### src/rtl/mem_req_ctrl.sv
// Request-side controller for one block-RAM port: CPU single-word access plus stream bursts.
// Define MEM_REQ_RR_EN for round-robin arbitration on contention; otherwise the CPU always wins.
module mem_req_ctrl #(
    parameter int DATA = 18,
    parameter int ADDR = 14,
    parameter int LEN  = 8
) (
    input  logic            clka,
    input  logic            rst,
    input  logic            c0_req,
    input  logic            c0_we,
    input  logic [ADDR-1:0] c0_addr,
    input  logic [DATA-1:0] c0_wdata,
    output logic            c0_gnt,
    output logic            c0_rvalid,
    output logic [DATA-1:0] c0_rdata,
    input  logic            c1_start,
    input  logic [ADDR-1:0] c1_addr,
    input  logic [LEN-1:0]  c1_len,
    output logic            c1_busy,
    output logic            c1_valid,
    output logic [DATA-1:0] c1_data,
    output logic            c1_done,
    output logic            mem_we,
    output logic [ADDR-1:0] mem_addr,
    output logic [DATA-1:0] mem_din,
    input  logic [DATA-1:0] mem_dout
);

    localparam logic [1:0] IDLE  = 2'd0;
    localparam logic [1:0] BURST = 2'd1;
    localparam logic [1:0] DRAIN = 2'd2;

    logic [1:0]      state_reg, state_next;
    logic [ADDR-1:0] addr_reg;
    logic [LEN-1:0]  len_reg;
    logic [LEN-1:0]  issue_cnt_reg;
    logic [LEN-1:0]  ret_cnt_reg;
    logic            p1_valid_reg;
    logic            p1_tag_reg;
    logic            c0_rvalid_reg;
    logic [DATA-1:0] c0_rdata_reg;
    logic            c1_valid_reg;
    logic [DATA-1:0] c1_data_reg;
    logic            c1_done_reg;
    logic            c1_done_next;

    logic            stream_want;
    logic            cpu_win;
    logic            stream_win;
    logic            start_ok;

    // Gating with rst keeps the combinational outputs at zero while reset is held.
    assign stream_want = (state_reg == BURST) && !rst;
    assign start_ok    = c1_start && (state_reg == IDLE);

`ifdef MEM_REQ_RR_EN
    logic contend;
    logic rr_stream_reg;

    assign contend = c0_req && stream_want;
    assign cpu_win = c0_req && !rst && !(stream_want && rr_stream_reg);

    // Stream gets the next contended cycle whenever the CPU took this one.
    always_ff @(posedge clka or posedge rst) begin
        if (rst) begin
            rr_stream_reg <= 1'b0;
        end else if (contend) begin
            rr_stream_reg <= cpu_win;
        end
    end
`else
    assign cpu_win = c0_req && !rst;
`endif

    assign stream_win = stream_want && !cpu_win;
    assign c0_gnt     = cpu_win;

    always_comb begin
        mem_we   = 1'b0;
        mem_addr = '0;
        mem_din  = '0;
        if (cpu_win) begin
            mem_we   = c0_we;
            mem_addr = c0_addr;
            mem_din  = c0_wdata;
        end else if (stream_win) begin
            mem_addr = addr_reg;
        end
    end

    always_comb begin
        state_next = state_reg;
        case (state_reg)
            IDLE: begin
                if (start_ok) begin
                    state_next = (c1_len == '0) ? DRAIN : BURST;
                end
            end
            BURST: begin
                if (stream_win && (issue_cnt_reg == len_reg - LEN'(1))) begin
                    state_next = DRAIN;
                end
            end
            DRAIN: begin
                if (c1_done_reg) begin
                    state_next = IDLE;
                end
            end
            default: state_next = IDLE;
        endcase
    end

    // A zero-length burst still produces a single done pulse, two cycles after start.
    assign c1_done_next = (p1_valid_reg && p1_tag_reg && (ret_cnt_reg == len_reg - LEN'(1)))
                        || ((state_reg == DRAIN) && (len_reg == '0) && !c1_done_reg);

    always_ff @(posedge clka or posedge rst) begin
        if (rst) begin
            state_reg     <= IDLE;
            addr_reg      <= '0;
            len_reg       <= '0;
            issue_cnt_reg <= '0;
            ret_cnt_reg   <= '0;
            p1_valid_reg  <= 1'b0;
            p1_tag_reg    <= 1'b0;
            c0_rvalid_reg <= 1'b0;
            c0_rdata_reg  <= '0;
            c1_valid_reg  <= 1'b0;
            c1_data_reg   <= '0;
            c1_done_reg   <= 1'b0;
        end else begin
            state_reg <= state_next;
            if (start_ok) begin
                addr_reg      <= c1_addr;
                len_reg       <= c1_len;
                issue_cnt_reg <= '0;
                ret_cnt_reg   <= '0;
            end else begin
                if (stream_win) begin
                    addr_reg      <= addr_reg + ADDR'(1);
                    issue_cnt_reg <= issue_cnt_reg + LEN'(1);
                end
                if (p1_valid_reg && p1_tag_reg) begin
                    ret_cnt_reg <= ret_cnt_reg + LEN'(1);
                end
            end

            // Tag 1 marks a stream read; CPU writes never enter the pipeline.
            p1_valid_reg <= (cpu_win && !c0_we) || stream_win;
            p1_tag_reg   <= stream_win;

            c0_rvalid_reg <= p1_valid_reg && !p1_tag_reg;
            if (p1_valid_reg && !p1_tag_reg) begin
                c0_rdata_reg <= mem_dout;
            end
            c1_valid_reg <= p1_valid_reg && p1_tag_reg;
            if (p1_valid_reg && p1_tag_reg) begin
                c1_data_reg <= mem_dout;
            end
            c1_done_reg <= c1_done_next;
        end
    end

    assign c0_rvalid = c0_rvalid_reg;
    assign c0_rdata  = c0_rdata_reg;
    assign c1_valid  = c1_valid_reg;
    assign c1_data   = c1_data_reg;
    assign c1_done   = c1_done_reg;
    assign c1_busy   = (state_reg != IDLE);

endmodule

### config.mk
export PLATFORM = sky130hd
export DESIGN_NAME = mem_req_ctrl
export DESIGN_NICKNAME = d
export VERILOG_FILES = /design/src/rtl/mem_req_ctrl.sv
export SDC_FILE = /design/constraint.sdc
export NUM_CORES = 1
export LEC_CHECK = 0
export BUFFER_PORTS_ARGS = -buffer_cell sky130_fd_sc_hd__buf_4
export CAP_MARGIN = 10
export CORE_MARGIN = 4
export CORE_UTILIZATION = 45
export DETAILED_ROUTE_END_ITERATION = 6
export GPL_ROUTABILITY_DRIVEN = 0
export PLACE_DENSITY = 0.77
export SLEW_MARGIN = 10
export SYNTH_ARGS = -nofsm -noshare
export SYNTH_HDL_FRONTEND = slang
export SYNTH_SLANG_ARGS = --single-unit
### constraint.sdc
create_clock -name clka -period 6.9 [get_ports clka]
set_input_delay 1.38 -clock clka [delete_from_list [all_inputs] [get_ports clka]]
set_output_delay 1.38 -clock clka [all_outputs]
set_load 0.05 [all_outputs]
======== Word-level counts from Yosys, hierarchy flattened ========
Index checks and enable logic that the tools add are counted.
word-level totals
  bits in registers ....................... 81
  input port bits ......................... 77
  output and inout bits ................... 74
  word-level logic and storage cells ...... 63
operators by class
  add/sub/neg operators ................... 4
  eq/ne operators ......................... 7
  mux-type cells .......................... 15
  reduce and logical (&&, ||, !) cells .... 25
operator list
  kind                                                                    count
  14-bit 2-to-1 mux                                                       4
  8-bit 2-to-1 mux                                                        4
  18-bit 2-to-1 mux                                                       1
  8-bit by 1-bit adder with 8-bit output (second input constant)          2
  8-bit equality test                                                     2
  8-bit logical NOT                                                       2
  14-bit by 1-bit adder with 14-bit output (second input constant)        1
  1-bit logical AND                                                       11
  2-bit 2-to-1 mux                                                        4
  8-bit by 1-bit subtractor with 8-bit output (second input constant)     1
  2-bit case mux with 3 select lines                                      1
  2-bit nonzero test                                                      3
  1-bit logical NOT                                                       5
  2-bit != test (second input constant)                                   2
  3-bit AND reduction                                                     1
  2-bit by 1-bit equality test with 1-bit output (second input constant)  1
  2-bit equality test (second input constant)                             1
  2-bit logical NOT                                                       1
  1-bit logical OR                                                        2
  2-bit by 1-bit != test with 1-bit output (second input constant)        1
  1-bit 2-to-1 mux                                                        1

======== Longest topological paths before layout ========
  word-level depth ........................ 7
  mapped depth ............................ 7
  depth with buffers taken out ............ 7

======== Least setup slack after synthesis ========
No wires, ideal clock.
  path type ............................... input to output
  from .................................... input port c0_req
  to ...................................... output port mem_addr[10]
  data arrival time ....................... 2.835 ns
  required time ........................... 5.520 ns
  slack ................................... 2.685 ns
  stages on the path ...................... 4
  buffers on the path ..................... 2
  cells stage by stage .................... nor4b_4 > clkbuf_1 > buf_1 > a22o_1
on the way
  cells in the longest elaborated chain, start to end .. 5
ends and longest elaborated chain
  element            line  text
  from (decl)        10    input logic c0_req,
  1-bit logical AND  73    assign cpu_win = c0_req && !rst;
  1-bit logical NOT  76    assign stream_win = stream_want && !cpu_win;
  1-bit logical AND  76
  via stream_win     50    logic stream_win;
  14-bit 2-to-1 mux  87    end else if (stream_win) begin
  14-bit 2-to-1 mux  83    if (cpu_win) begin
  to (decl)          25    output logic [ADDR-1:0] mem_addr,
The timed path passes the listed nets, and every way through them passes these cells.

======== Worst setup path in the final report ========
  from .................................... input port rst
  to ...................................... output port mem_addr[5]
on the way
  cells in the longest elaborated chain, start to end .. 6
  elaborated cells between the ends (all ways) .. 7
  classes of those cells .................. mux (2); reduce/logical (5)
ends and longest elaborated chain
  element                          line  text
  from (decl)                      9     input logic rst,
  1-bit logical NOT (no line) (*)  --
  1-bit logical AND                73
  1-bit logical NOT                76
  1-bit logical AND                76
  14-bit 2-to-1 mux                87
  14-bit 2-to-1 mux (*)            83
Mark *: on every way between the ends. The rest lies on a longest branch, timed or not.

==> results by group <==
Outcome
  – Outcome: finished clean

Clock tree
  – H-tree Lvls: 3
  – Clock sink count: 81
  – Post-CTS Setup Inserts: 0
  – Num CTS Buffers: 9
  – CTS max path bufs: 2
  – CTS root buf: clkbuf_8
  – Post_cts resized: 0
  – Number of hold buffers added after cts: 0
  – Clock insertion delay at the later pin of the skew report: ~360 ps
  – CTS tree: built
  – Clock transition at path regs: roughly 80 ps

Route
  – Via count: 3472
  – Total Routed Length: ~10000 um
  – DRT Pass-1 Iters: 4
  – Antenna Violating Nets Remaining: 0
  – Vias per cell: 5.21
  – DR WL/cell: 15.6 um
  – DRT iter0 DRCs: 135
  – DRC: 0

Synthesis
  – FFs w/ async S/R, synth: 1.00
  – Post-synthesis mux area share: 0.0601
  – Post-synth top flop: dfrtp_1
  – Netlist cell types: 41
  – Share of the synthesized area in the top cell type: 0.500
  – Largest family of logic cells by synthesized area: simple AND/OR/NAND/NOR gates
  – Synth Area in Adders: 0.0123
  – Synth Warn #: 0
  – Syn Nets: approximately 490
  – Synthesized area: 0.00406 sq mm
  – Cells after Synth: 411
  – Area leader, netlist: dfrtp_1
  – Post-synth EDFFs: 0
  – Ranking of synthesized cells by area: dfrtp_1, nand2_1, mux2_2
  – Post-synthesis sequential area ratio: 0.500
  – Simple-Gate Fraction of Synth Area: 0.222
  – Synthesized flop and latch total: 81
  – Mean Syn Cell Area: 9.87 sq um
  – XOR/XNOR Fraction of Synth Area: 0.0987
  – Synth Area in Compound Gates: 0.0790

Final layout
  – Multi-input gate area: 0.00192 sq mm
  – # nets final: 634
  – Reg area: 0.00203 sq mm
  – # fillers: 721
  – P&R area growth vs syn: 35.1%
  – Antenna cells: 0
  – Commonest non-fill, non-tap cells in the layout: buf_4, nand2_1, dfrtp_1
  – Layout cell share with drive strength beyond 1: 0.348
  – Final instance area: 0.00548 sq mm
  – Most common cell after layout, fill and taps aside: buf_4

Placement
  – IO buf count: 150
  – Area after DPL: 0.00526 sq mm
  – Pre-CTS setup slack: ~2700 ps
  – Detail Placement HPWL: 7710 um

Worst setup path
  – Critical path type: input port to output pin
  – Critical Path RT: 5520 ps
  – Crit end category: output pin
  – R2R depth: 5
  – Crit path max fanout: 35
  – Critical path arrival: 2850 ps
  – Crit start category: input port

Timing
  – Max-slew violation count: 0
  – Tightest Pin Transition: 1130 ps
  – Final Critical Period: 4230 ps
  – Clk_skew: 13.5 ps
  – Fmax: 0.236 GHz
  – Tcrit/Tclk final: 0.613
  – Sum Neg Setup Slack: 0 ps
  – Max-slew headroom: 0.243
  – Final setup margin: 2670 ps
  – # setup viols final: 0
  – RSZ-0062 raised after global routing: no
  – Hold Vio Cnt, Final: 0

Hold path
  – Hold/Removal Path Class: register to register
  – Worst hold path depth: 2

GRT
  – Initial antenna violation count: 0
  – Global-route wire length before repair: 17100 um
  – Total gr overflow: 0
  – Vias in the first global route: 3510
  – GRT Total Usage: 0.203
  – Largest net degree at the start of global routing: 82

Floorplan
  – Die W: a little over 100 um
  – Initial Utilization: 0.463
  – FP Rows: 34
  – Core area: 0.00876 sq mm
  – Full die area: around 0.011 sq mm
  – I/O pins: between 150 and 200
  – Die Span Y: 103 um

Power
  – VDD IR-drop max: 0.200 mV
  – Leak: 2.68 nW
  – Pwr/cell area: 452 mW/mm^2

Flow run
  – Max cap viols: 0
## worst max-delay path, stage by stage
cell and delay, ps:
buf_4 130, nor2b_2 870, a22o_1 260, buf_4 200
## Yosys cell counts (7+ instances only)
cell type,n
nand2_1,93
a21oi_1,9
dfrtp_1,81
o21ai_0,12
mux2_2,19
xnor2_1,16
a22o_1,14
and2_1,21
nor2_1,28
xor2_1,22
inv_1,7
nand3_1,8
nand4_1,10
clkbuf_1,19
## final cells by class
type | count | share of cell area
flip-flops and latches | 81 | 0.370
inverters | 8 | 0.00571
clock inverters | 6 | 0.0169
clock buffers | 10 | 0.0233
multi-input cells | 300 | 0.350
well taps | 108 | 0.0247
repair buffers | 153 | 0.210
## power breakdown
part	switching (mW)	internal [mW]	total, mW
clock	0.178	0.205	0.383
sequential	0.208	0.676	0.884
combinational	0.748	0.461	1.21
total	1.13	1.34	2.48
## path summary, 6_finish.rpt
kind	to	from	slack (ps)
max	mem_addr[5]	rst	2670
min reg2reg	c1_data[15]$_DFFE_PP0P_	c1_data[15]$_DFFE_PP0P_	480
max in group asynchronous	c1_done$_DFF_PP0_	rst	4880
max reg2reg	ret_cnt_reg[3]$_DFFE_PP0P_	p1_tag_reg$_DFF_PP0_	4290
min in group asynchronous	addr_reg[13]$_DFFE_PP0P_	rst	1360
min	c1_data[15]$_DFFE_PP0P_	c1_data[15]$_DFFE_PP0P_	480
## routing by layer
metal  GRT usage  up-vias  wire [um]
li1            -     1674          -
met1       0.253     1701       4150
met2       0.349       76       5640
met3      0.0453       21        381
met4      0.0707        0        238
met5           0        -          0
## cells by family after synthesis
family          Yosys count
simple gates            186
fa+ha+maj                 4
compound gates           47
mux                      22
buf+inv                  30
xor+xnor                 41
flops                    81
## stage by stage
stage	std cells	total power, mW	util	hold WS (ps)
floorplan	411	1.73	-	475
global placement	650	2.07	0.600	461
detailed placement	650	2.11	0.600	464
CTS	666	2.49	0.625	484
global route	666	2.63	0.625	497
finish	666	2.48	0.625	479
Power figures use the tool's default switching activity.
